==> src/rtl/npc_btb_predictor_if.sv <==
// Fetch/resolve bundle between the next-PC predictor and the IF/EX stages.
// The master drives EX resolution and stall. The slave (the predictor) drives the fetch PC and the statistics.
interface npc_btb_predictor_if #(
  parameter int unsigned XLEN  = 32,
  parameter int unsigned CNT_W = 32
);
  logic             stall;
  logic             ex_valid;
  logic             ex_is_branch;
  logic             ex_is_jump;
  logic [XLEN-1:0]  ex_pc;
  logic             ex_taken;
  logic [XLEN-1:0]  ex_target;
  logic             ex_pred_taken;
  logic [XLEN-1:0]  ex_pred_target;
  logic [XLEN-1:0]  pc_o;
  logic             pred_taken_o;
  logic [XLEN-1:0]  pred_target_o;
  logic             redirect_o;
  logic [CNT_W-1:0] hit_cnt_o;
  logic [CNT_W-1:0] mispred_cnt_o;

  modport master (
    output stall, ex_valid, ex_is_branch, ex_is_jump, ex_pc, ex_taken,
           ex_target, ex_pred_taken, ex_pred_target,
    input  pc_o, pred_taken_o, pred_target_o, redirect_o, hit_cnt_o,
           mispred_cnt_o
  );

  modport slave (
    input  stall, ex_valid, ex_is_branch, ex_is_jump, ex_pc, ex_taken,
           ex_target, ex_pred_taken, ex_pred_target,
    output pc_o, pred_taken_o, pred_target_o, redirect_o, hit_cnt_o,
           mispred_cnt_o
  );
endinterface

==> src/rtl/npc_btb_predictor.sv <==
// Next-PC generator with a direct-mapped BTB and 2-bit saturating counters.
// It redirects fetch on an EX-stage mispredict and counts lookup hits and redirects.
module npc_btb_predictor #(
  parameter int unsigned     XLEN        = 32,
  parameter int unsigned     BTB_ENTRIES = 16,
  parameter logic [XLEN-1:0] RESET_PC    = '0,
  parameter int unsigned     CNT_W       = 32
) (
  input  logic                 clk,
  input  logic                 rst,
  npc_btb_predictor_if.slave   bus
);
  localparam int unsigned IDX   = $clog2(BTB_ENTRIES);
  localparam int unsigned TAG_W = XLEN - IDX - 2;

  logic [XLEN-1:0]  pc_q, pc_d;
  logic [CNT_W-1:0] hit_cnt_q, mispred_cnt_q;

  logic             valid_q [BTB_ENTRIES];
  logic             jump_q  [BTB_ENTRIES];
  logic [1:0]       ctr_q   [BTB_ENTRIES];
  logic [TAG_W-1:0] tag_q   [BTB_ENTRIES];
  logic [XLEN-1:0]  tgt_q   [BTB_ENTRIES];

  logic [IDX-1:0]   f_idx, ex_idx;
  logic [TAG_W-1:0] f_tag, ex_tag;
  logic             f_hit, pred_taken;
  logic [XLEN-1:0]  pred_target;
  logic             ex_cf, ex_hit, act_taken, redirect;
  logic [XLEN-1:0]  act_next;
  logic [1:0]       ctr_upd;

  always_comb begin
    f_idx       = pc_q[IDX+1:2];
    f_tag       = pc_q[XLEN-1:IDX+2];
    f_hit       = valid_q[f_idx] && (tag_q[f_idx] == f_tag);
    pred_taken  = f_hit && (jump_q[f_idx] || ctr_q[f_idx][1]);
    pred_target = pred_taken ? tgt_q[f_idx] : pc_q + XLEN'(4);
  end

  always_comb begin
    ex_idx    = bus.ex_pc[IDX+1:2];
    ex_tag    = bus.ex_pc[XLEN-1:IDX+2];
    ex_hit    = valid_q[ex_idx] && (tag_q[ex_idx] == ex_tag);
    ex_cf     = bus.ex_valid && (bus.ex_is_branch || bus.ex_is_jump);
    act_taken = bus.ex_is_jump || (bus.ex_is_branch && bus.ex_taken);
    act_next  = act_taken ? bus.ex_target : bus.ex_pc + XLEN'(4);
    redirect  = ex_cf && ((act_taken != bus.ex_pred_taken) ||
                          (act_taken && (bus.ex_target != bus.ex_pred_target)));
    ctr_upd   = ctr_q[ex_idx];
    if (act_taken && ctr_q[ex_idx] != 2'b11)
      ctr_upd = ctr_q[ex_idx] + 2'b01;
    else if (!act_taken && ctr_q[ex_idx] != 2'b00)
      ctr_upd = ctr_q[ex_idx] - 2'b01;
  end

  always_comb begin
    pc_d = pred_target;
    if (redirect)
      pc_d = act_next;
    else if (bus.stall)
      pc_d = pc_q;
  end

  // The BTB write uses the EX index and ignores stall, so it may land on the entry being fetched this cycle.
  always_ff @(posedge clk or posedge rst) begin
    if (rst) begin
      pc_q          <= RESET_PC;
      hit_cnt_q     <= '0;
      mispred_cnt_q <= '0;
      for (int unsigned i = 0; i < BTB_ENTRIES; i++) begin
        valid_q[i] <= 1'b0;
        jump_q[i]  <= 1'b0;
        ctr_q[i]   <= 2'b01;
        tag_q[i]   <= '0;
        tgt_q[i]   <= '0;
      end
    end else begin
      pc_q <= pc_d;
      if (f_hit && !bus.stall && !redirect)
        hit_cnt_q <= hit_cnt_q + CNT_W'(1);
      if (redirect)
        mispred_cnt_q <= mispred_cnt_q + CNT_W'(1);
      if (ex_cf) begin
        if (ex_hit) begin
          ctr_q[ex_idx]  <= ctr_upd;
          jump_q[ex_idx] <= bus.ex_is_jump;
          if (act_taken)
            tgt_q[ex_idx] <= bus.ex_target;
        end else if (act_taken) begin
          valid_q[ex_idx] <= 1'b1;
          tag_q[ex_idx]   <= ex_tag;
          tgt_q[ex_idx]   <= bus.ex_target;
          jump_q[ex_idx]  <= bus.ex_is_jump;
          ctr_q[ex_idx]   <= 2'b10;
        end
      end
    end
  end

  assign bus.pc_o          = pc_q;
  assign bus.pred_taken_o  = pred_taken;
  assign bus.pred_target_o = pred_target;
  assign bus.redirect_o    = redirect;
  assign bus.hit_cnt_o     = hit_cnt_q;
  assign bus.mispred_cnt_o = mispred_cnt_q;
endmodule

==> src/flat_wrapper.sv <==
// flat-port wrapper written by rule: the top's interface ports become plain ports
module npc_btb_predictor_flat 
#(
  parameter int unsigned     XLEN        = 32,
  parameter int unsigned     BTB_ENTRIES = 16,
  parameter logic [XLEN-1:0] RESET_PC    = '0,
  parameter int unsigned     CNT_W       = 32
)
  (clk, rst, bus_stall, bus_ex_valid, bus_ex_is_branch, bus_ex_is_jump, bus_ex_pc, bus_ex_taken, bus_ex_target, bus_ex_pred_taken, bus_ex_pred_target, bus_pc_o, bus_pred_taken_o, bus_pred_target_o, bus_redirect_o, bus_hit_cnt_o, bus_mispred_cnt_o);
  npc_btb_predictor_if #(.XLEN(XLEN), .CNT_W(CNT_W)) bus_i ();
  input  logic clk;
  input  logic rst;
  input wire logic [$bits(bus_i.stall)-1:0] bus_stall;
  input wire logic [$bits(bus_i.ex_valid)-1:0] bus_ex_valid;
  input wire logic [$bits(bus_i.ex_is_branch)-1:0] bus_ex_is_branch;
  input wire logic [$bits(bus_i.ex_is_jump)-1:0] bus_ex_is_jump;
  input wire logic [$bits(bus_i.ex_pc)-1:0] bus_ex_pc;
  input wire logic [$bits(bus_i.ex_taken)-1:0] bus_ex_taken;
  input wire logic [$bits(bus_i.ex_target)-1:0] bus_ex_target;
  input wire logic [$bits(bus_i.ex_pred_taken)-1:0] bus_ex_pred_taken;
  input wire logic [$bits(bus_i.ex_pred_target)-1:0] bus_ex_pred_target;
  output wire logic [$bits(bus_i.pc_o)-1:0] bus_pc_o;
  output wire logic [$bits(bus_i.pred_taken_o)-1:0] bus_pred_taken_o;
  output wire logic [$bits(bus_i.pred_target_o)-1:0] bus_pred_target_o;
  output wire logic [$bits(bus_i.redirect_o)-1:0] bus_redirect_o;
  output wire logic [$bits(bus_i.hit_cnt_o)-1:0] bus_hit_cnt_o;
  output wire logic [$bits(bus_i.mispred_cnt_o)-1:0] bus_mispred_cnt_o;
  assign bus_i.stall = bus_stall;
  assign bus_i.ex_valid = bus_ex_valid;
  assign bus_i.ex_is_branch = bus_ex_is_branch;
  assign bus_i.ex_is_jump = bus_ex_is_jump;
  assign bus_i.ex_pc = bus_ex_pc;
  assign bus_i.ex_taken = bus_ex_taken;
  assign bus_i.ex_target = bus_ex_target;
  assign bus_i.ex_pred_taken = bus_ex_pred_taken;
  assign bus_i.ex_pred_target = bus_ex_pred_target;
  assign bus_pc_o = bus_i.pc_o;
  assign bus_pred_taken_o = bus_i.pred_taken_o;
  assign bus_pred_target_o = bus_i.pred_target_o;
  assign bus_redirect_o = bus_i.redirect_o;
  assign bus_hit_cnt_o = bus_i.hit_cnt_o;
  assign bus_mispred_cnt_o = bus_i.mispred_cnt_o;
  npc_btb_predictor #(.XLEN(XLEN), .BTB_ENTRIES(BTB_ENTRIES), .RESET_PC(RESET_PC), .CNT_W(CNT_W)) u_core (.clk(clk), .rst(rst), .bus(bus_i));
endmodule
==> config.mk <==
export PLATFORM = sky130hd
export DESIGN_NAME = npc_btb_predictor_flat
export DESIGN_NICKNAME = d
export VERILOG_FILES = /design/src/rtl/npc_btb_predictor_if.sv /design/src/rtl/npc_btb_predictor.sv /design/src/flat_wrapper.sv
export SDC_FILE = /design/constraint.sdc
export NUM_CORES = 2
export LEC_CHECK = 0
export ABC_CLOCK_PERIOD_IN_PS = 53300
export BUFFER_PORTS_ARGS = -buffer_cell sky130_fd_sc_hd__buf_2
export CORE_MARGIN = 2
export CORE_UTILIZATION = 54
export DETAILED_ROUTE_END_ITERATION = 12
export GPL_ROUTABILITY_DRIVEN = 0
export PLACE_DENSITY = 0.7
export SLEW_MARGIN = 0
export SYNTH_ARGS = -nofsm -noshare
export SYNTH_HDL_FRONTEND = slang
export SYNTH_SLANG_ARGS = --single-unit
==> constraint.sdc <==
create_clock -name clk -period 53.3 [get_ports clk]
set_input_delay 5.33 -clock clk [delete_from_list [all_inputs] [get_ports clk]]
set_output_delay 5.33 -clock clk [all_outputs]
set_load 0.1 [all_outputs]
=== Word-level counts from Yosys, hierarchy flattened ===
Index checks and enable logic that the tools add are counted.

* Register bits: 1088
* Bits in latches: 0
* ROM bits: 0
* Bits of input ports: 104
* Output and inout bits: 130
* Bits in writable memories: 0
* Word-level logic and storage cells: 175
* Memories: 0

* Bitwise gates (word level): 7
* Shifts and indexed selects: 0
* Add/sub/neg operators: 6
* Div/mod/pow operators: 0
* Reductions and logical operators: 24
* Equality and inequality tests: 6
* Muxes and demuxes: 46
* $mul: 0
* Magnitude comparators: 3

{| class="wikitable"
|+ Operators with widths
! cell !! count
|-
| 512-bit bitwise mux || 1
|-
| 416-bit bitwise mux || 1
|-
| 32-bit 2-to-1 mux || 9
|-
| 26-bit binary-select mux with 4-bit select || 2
|-
| 26-bit 2-to-1 mux || 5
|-
| 32-bit binary-select mux with 4-bit select || 1
|-
| 32-bit demux with 4-bit select || 1
|-
| 26-bit demux with 4-bit select || 1
|-
| 32-bit by 1-bit adder with 32-bit output, second input constant || 2
|-
| 32-bit by 3-bit adder with 32-bit output, second input constant || 2
|-
| 26-bit == test || 2
|-
| 32-bit bitwise mux || 1
|-
| 16-bit 2-to-1 mux || 2
|-
| 32-bit != test || 1
|-
| 16-bit bitwise OR || 2
|-
| 16-bit AND || 1
|-
| 2-bit binary-select mux with 4-bit select || 2
|-
| 16-bit bitwise mux || 1
|-
| 16-bit NOT || 1
|-
| 2-bit 2-to-1 mux || 7
|-
| 1-bit binary-select mux with 4-bit select || 3
|-
| 1-bit logical AND || 12
|-
| 5-bit greater-or-equal comparator, second input constant || 2
|-
| 4-bit NOT with 5-bit output || 2
|-
| 15 further kinds || 28
|}

=== Depth between registers and ports, before layout ===
* Depth after elaboration: 10
* Depth in mapped cells: 17
* Depth with buffers taken out: 10

=== Worst setup path before layout ===
Ideal clock, no wire load.

* Path kind: input port to output port
* Start: in bus_ex_target[24]
* End: out bus_redirect_o
* Setup slack: 40222 ps
* Data arrival time: 7748 ps
* Buffers on the path: 3
* Cell stages on the path: 7
* Data required time: 47970 ps
* Path through: clkbuf_1 xor2_1 nor4_1 and3_1 a31oi_1 clkbuf_1 buf_1

* Word-level cells in the longest chain between the ends: 4

{| class="wikitable"
|+ Ends and longest elaborated chain
! what !! line !! text
|-
| start: declaration || flat_wrapper.sv:19 || <nowiki>input wire logic [$bits(bus_i.ex_target)-1:0] bus_ex_target;</nowiki>
|-
| 32-bit != test || npc_btb_predictor.sv:49 || <nowiki>(act_taken && (bus.ex_target != bus.ex_pred_target)));</nowiki>
|-
| 1-bit logical AND || npc_btb_predictor.sv:49 ||
|-
| 1-bit logical OR || npc_btb_predictor.sv:48 || <nowiki>redirect = ex_cf && ((act_taken != bus.ex_pred_taken) ||</nowiki>
|-
| 1-bit logical AND || npc_btb_predictor.sv:48 ||
|-
| end: declaration || flat_wrapper.sv:25 || <nowiki>output wire logic [$bits(bus_i.redirect_o)-1:0] bus_redirect_o;</nowiki>
|}

No other way between the ends.

=== Worst setup path after layout ===
* Start: in bus_ex_is_jump
* End: out bus_redirect_o

* Word-level cells in the longest chain between the ends: 4
* Elaborated cells on any way between the ends: 7
* Those cells by class: eq/ne (1); reduce/logical (6)

{| class="wikitable"
|+ Ends and longest elaborated chain
! what !! line !! text
|-
| start: declaration || flat_wrapper.sv:16 || <nowiki>input wire logic [$bits(bus_i.ex_is_jump)-1:0] bus_ex_is_jump;</nowiki>
|-
| 1-bit logical OR || npc_btb_predictor.sv:46 || <nowiki>act_taken = bus.ex_is_jump || (bus.ex_is_branch && bus.ex_taken);</nowiki>
|-
| 1-bit != test / 1-bit logical AND (equally long branches) || npc_btb_predictor.sv:48, npc_btb_predictor.sv:49 ||
|-
| 1-bit logical OR || npc_btb_predictor.sv:48 ||
|-
| 1-bit logical AND * || npc_btb_predictor.sv:48 ||
|}

Every way passes the cells marked *; elsewhere a longest branch is shown, timed or not.

==> impl_metrics.yaml <==
route:
  num_vias: 36700
  post_drt_via_cell_ratio: 6.67
  remaining_drc_errors: 0
  drt_iter0_markers: 4010
  dr.pass1.iters: 5
  final_antenna_net_count: 0
  top_layer_used: "met5"
  finalWirelength_microns: 169000
  wl_met2_microns: 78000
  routedLengthMet1_microns: 69100
  wl_met3_microns: 15600
  wire_per_inst_microns: 30.7
critical_path:
  critPathCaptureType: "primary output"
  setup.worst_path.start_class: "input pin"
  arrival_ns: 7.67
  cp.required_ns: 47.97
  reg2reg_slack_ns: 46.30
  rr_worst_depth: 12
  slowest_stage: "nor4_1"
  max_stage_delay_ns: 0.50
  r2r_end: "u_core.bus.pc_o[25]"
  worstSetupPathType: "in2out"
  crit_fanout: 29
  regToRegStartpoint: "u_core.bus.pc_o[4]"
  path_cells: "buf_2 -> a21o_1 -> buf_4 -> nand4_1 -> nor4_1 -> a31oi_4 -> buf_4 -> buf_2"
  startpoint: "bus_ex_is_jump"
die:
  fp.dieW_microns: 327
  die_y_microns: 327
  initial_utilization_pct: 54.5
  coreArea_sq_um: 104000
  num_io_pins: 234
  die_area_sq_um: 107000
  rows: 118
yosys:
  yosysUniqueCellTypes: 73
  yosys.area.top_type: "dfrtp_1"
  synth_warnings: 0
  syn-num-nets: 4065
  yosysSeqAreaShare_pct: 48.3
  synthTopCellsByArea: "dfrtp_1 (48%), mux2_2 (17%), mux4_2 (15%)"
  synth_edf_count: 0
  syn-instance-count: 3952
  synth_ff_type: "dfrtp_1"
  syn_area_sq_um: 56500
  synthArstFlopShare_pct: 100
  synth.avg_cell_area_sq_um: 14.3
  synth_top_area_share_pct: 47.5
  ys_ff_latch: 1088
worst_hold_path:
  hp-start: "u_core.bus.mispred_cnt_o[31]"
  min_delay_path_depth: 1
  hold_path.class: "reg2reg"
  holdPathEnd: "u_core.bus.mispred_cnt_o[31]"
clock_network:
  cts_resized: 0
  cts_tree: "yes"
  cts.sinks: 1088
  cts_setup_buffers: 0
  ctsRootBufferMaster: "clkbuf_16"
  hold_buffers: 0
  cts.htree.levels: 3
  clock_latency_ns: 0.74
  cts_made_buffers: 117
  clock_path_buffers: 3
  clk_pin_slew_ns: 0.06
timing:
  max_freq_mhz: 76.9
  worst_pin_slew_ns: 1.11
  timing.final.crit_share_pct: 24.4
  layout_setup_ws_ns: 40.30
  skew_ns: 0.0461
  rsz0062_at_grt: "false"
  drv_slew: 0
  hold_viol: 0
  finalSetupTns_ns: 0
  relSlewSlack_pct: 25.1
  period_needed_ns: 13.00
  setup_viol: 0
status:
  status: "completed"
global_routing:
  grt_overflow: 0
  grt_use_total_pct: 31.7
  grt_max_degree: 181
  grt_pass1_vias: 37400
  grt_pass1_wl_microns: 252000
  antenna_found_initial: 20
pwr:
  total_power_uw: 2790
  vdd_drop_max_v: 0.0000424
  powerDensity_nw_per_um2: 44.4
  p_leak_uw: 0.0275
placed_design:
  dp_hpwl_microns: 104000
  dp_cells: 5269
  dpl_cell_area_sq_um: 58400
  dp_slack_ns: 40.37
  io_buffers: 233
run:
  maxCapViolCount: 0
layout:
  syn_to_final_growth_pct: 11.3
  nNetsFinal: 4121
  instances_no_fill: 5501
  layout_commonest_cell: "dfrtp_1"
  final_cell_mix: "dfrtp_1 (1068), mux2_2 (856), mux4_2 (382)"
  design_area_sq_um: 62800
  drive_gt1_share_pct: 47.0
==> per-layer routing <==
layer / global-route usage, % / vias to the layer above
met5: 0 / -
met4: 10.7 / 12
met3: 7.77 / 380
met2: 48.4 / 1739
met1: 44.9 / 19700
li1: - / 14800
==> state kept, by name, summed over array words and instances, names as in the netlist <==
name / count
u_core.jump_q: 16
u_core.bus.hit_cnt_o: 32
u_core.bus.pc_o: 32
u_core.ctr_q: 32
u_core.tgt_q: 512
u_core.bus.mispred_cnt_o: 32
u_core.valid_q: 16
u_core.tag_q: 416
==> worst max-delay path: cells and delay by family <==
family | cells | cell delay, ns
buffers and inverters | 4 | 1.35
AND/OR/NAND/NOR | 2 | 0.65
AO/OA/AOI/OAI | 2 | 0.27
==> kinds of logic after synthesis <==
| kind of cell | synth area share, % |
|---|---|
| mux | 36.9 |
| flops | 48.3 |
| simple gates | 4.60 |
| buf+inv | 3.52 |
| compound gates | 3.29 |
| xor+xnor | 3.20 |
| fa+ha+maj | 0.199 |
==> cell usage after synthesis, drive strengths merged (3+ instances only) <==
master / count
and2: 14
a2111oi: 5
o22ai: 5
nor3b: 8
mux4: 382
a211oi: 24
dfstp: 16
and3: 32
o21ai: 48
ha: 9
a21bo: 3
a21oi: 34
inv: 47
o2bb2ai: 15
o21bai: 3
o221ai: 5
mux2: 956
nor2: 107
a22oi: 27
buf: 160
o211ai: 16
or3: 7
nand4: 35
a31oi: 6
nand2b: 22
a22o: 22
nand3b: 3
nand3: 58
and4: 14
dfrtp: 1072
nand2: 120
nor4: 7
nor4b: 5
nand4b: 3
clkbuf: 219
or2: 17
xor2: 86
nor2b: 11
xnor2: 120
nor3: 43
mux2i: 113
a21o: 11
a211o: 15
o2111ai: 5
==> layout make-up <==
class                           instances  area [sq um]
Clock buffer                          154          3330
Inverter                               49           194
Multi-Input combinational cell       2436         27400
Timing Repair Buffer                  316          1850
Clock inverter                         68          1060
Tap cell                             1380          1730
Fill cell                            8124         40800
Sequential cell                      1088         27300
Antenna cell                           10          25.0
==> power breakdown <==
part	total [uW]	leakage (uW)	internal (uW)	switching [uW]
logic	752	0.0118	373	379
registers	1130	0.0136	997	129
clock network	914	0.00214	554	361
==> metrics by stage <==
stage | hold slack, ns | utilization [%]
3_5_place_dp | 0.458 | 56.4
5_1_grt | 0.479 | 60.6
3_3_place_gp | 0.453 | 56.4
4_1_cts | 0.473 | 60.6
2_1_floorplan | 0.446 | -
6_report | 0.477 | 60.6
==> worst max-delay path by stage <==
stage,cells past startpoint,end
2_1_floorplan,1,u_core.bus.hit_cnt_o[0]
3_3_place_gp,8,bus_redirect_o
3_5_place_dp,8,bus_redirect_o
4_1_cts,8,bus_redirect_o
5_1_grt,12,bus_pred_target_o[25]
6_report,8,bus_redirect_o
Power figures use the tool's default switching activity.
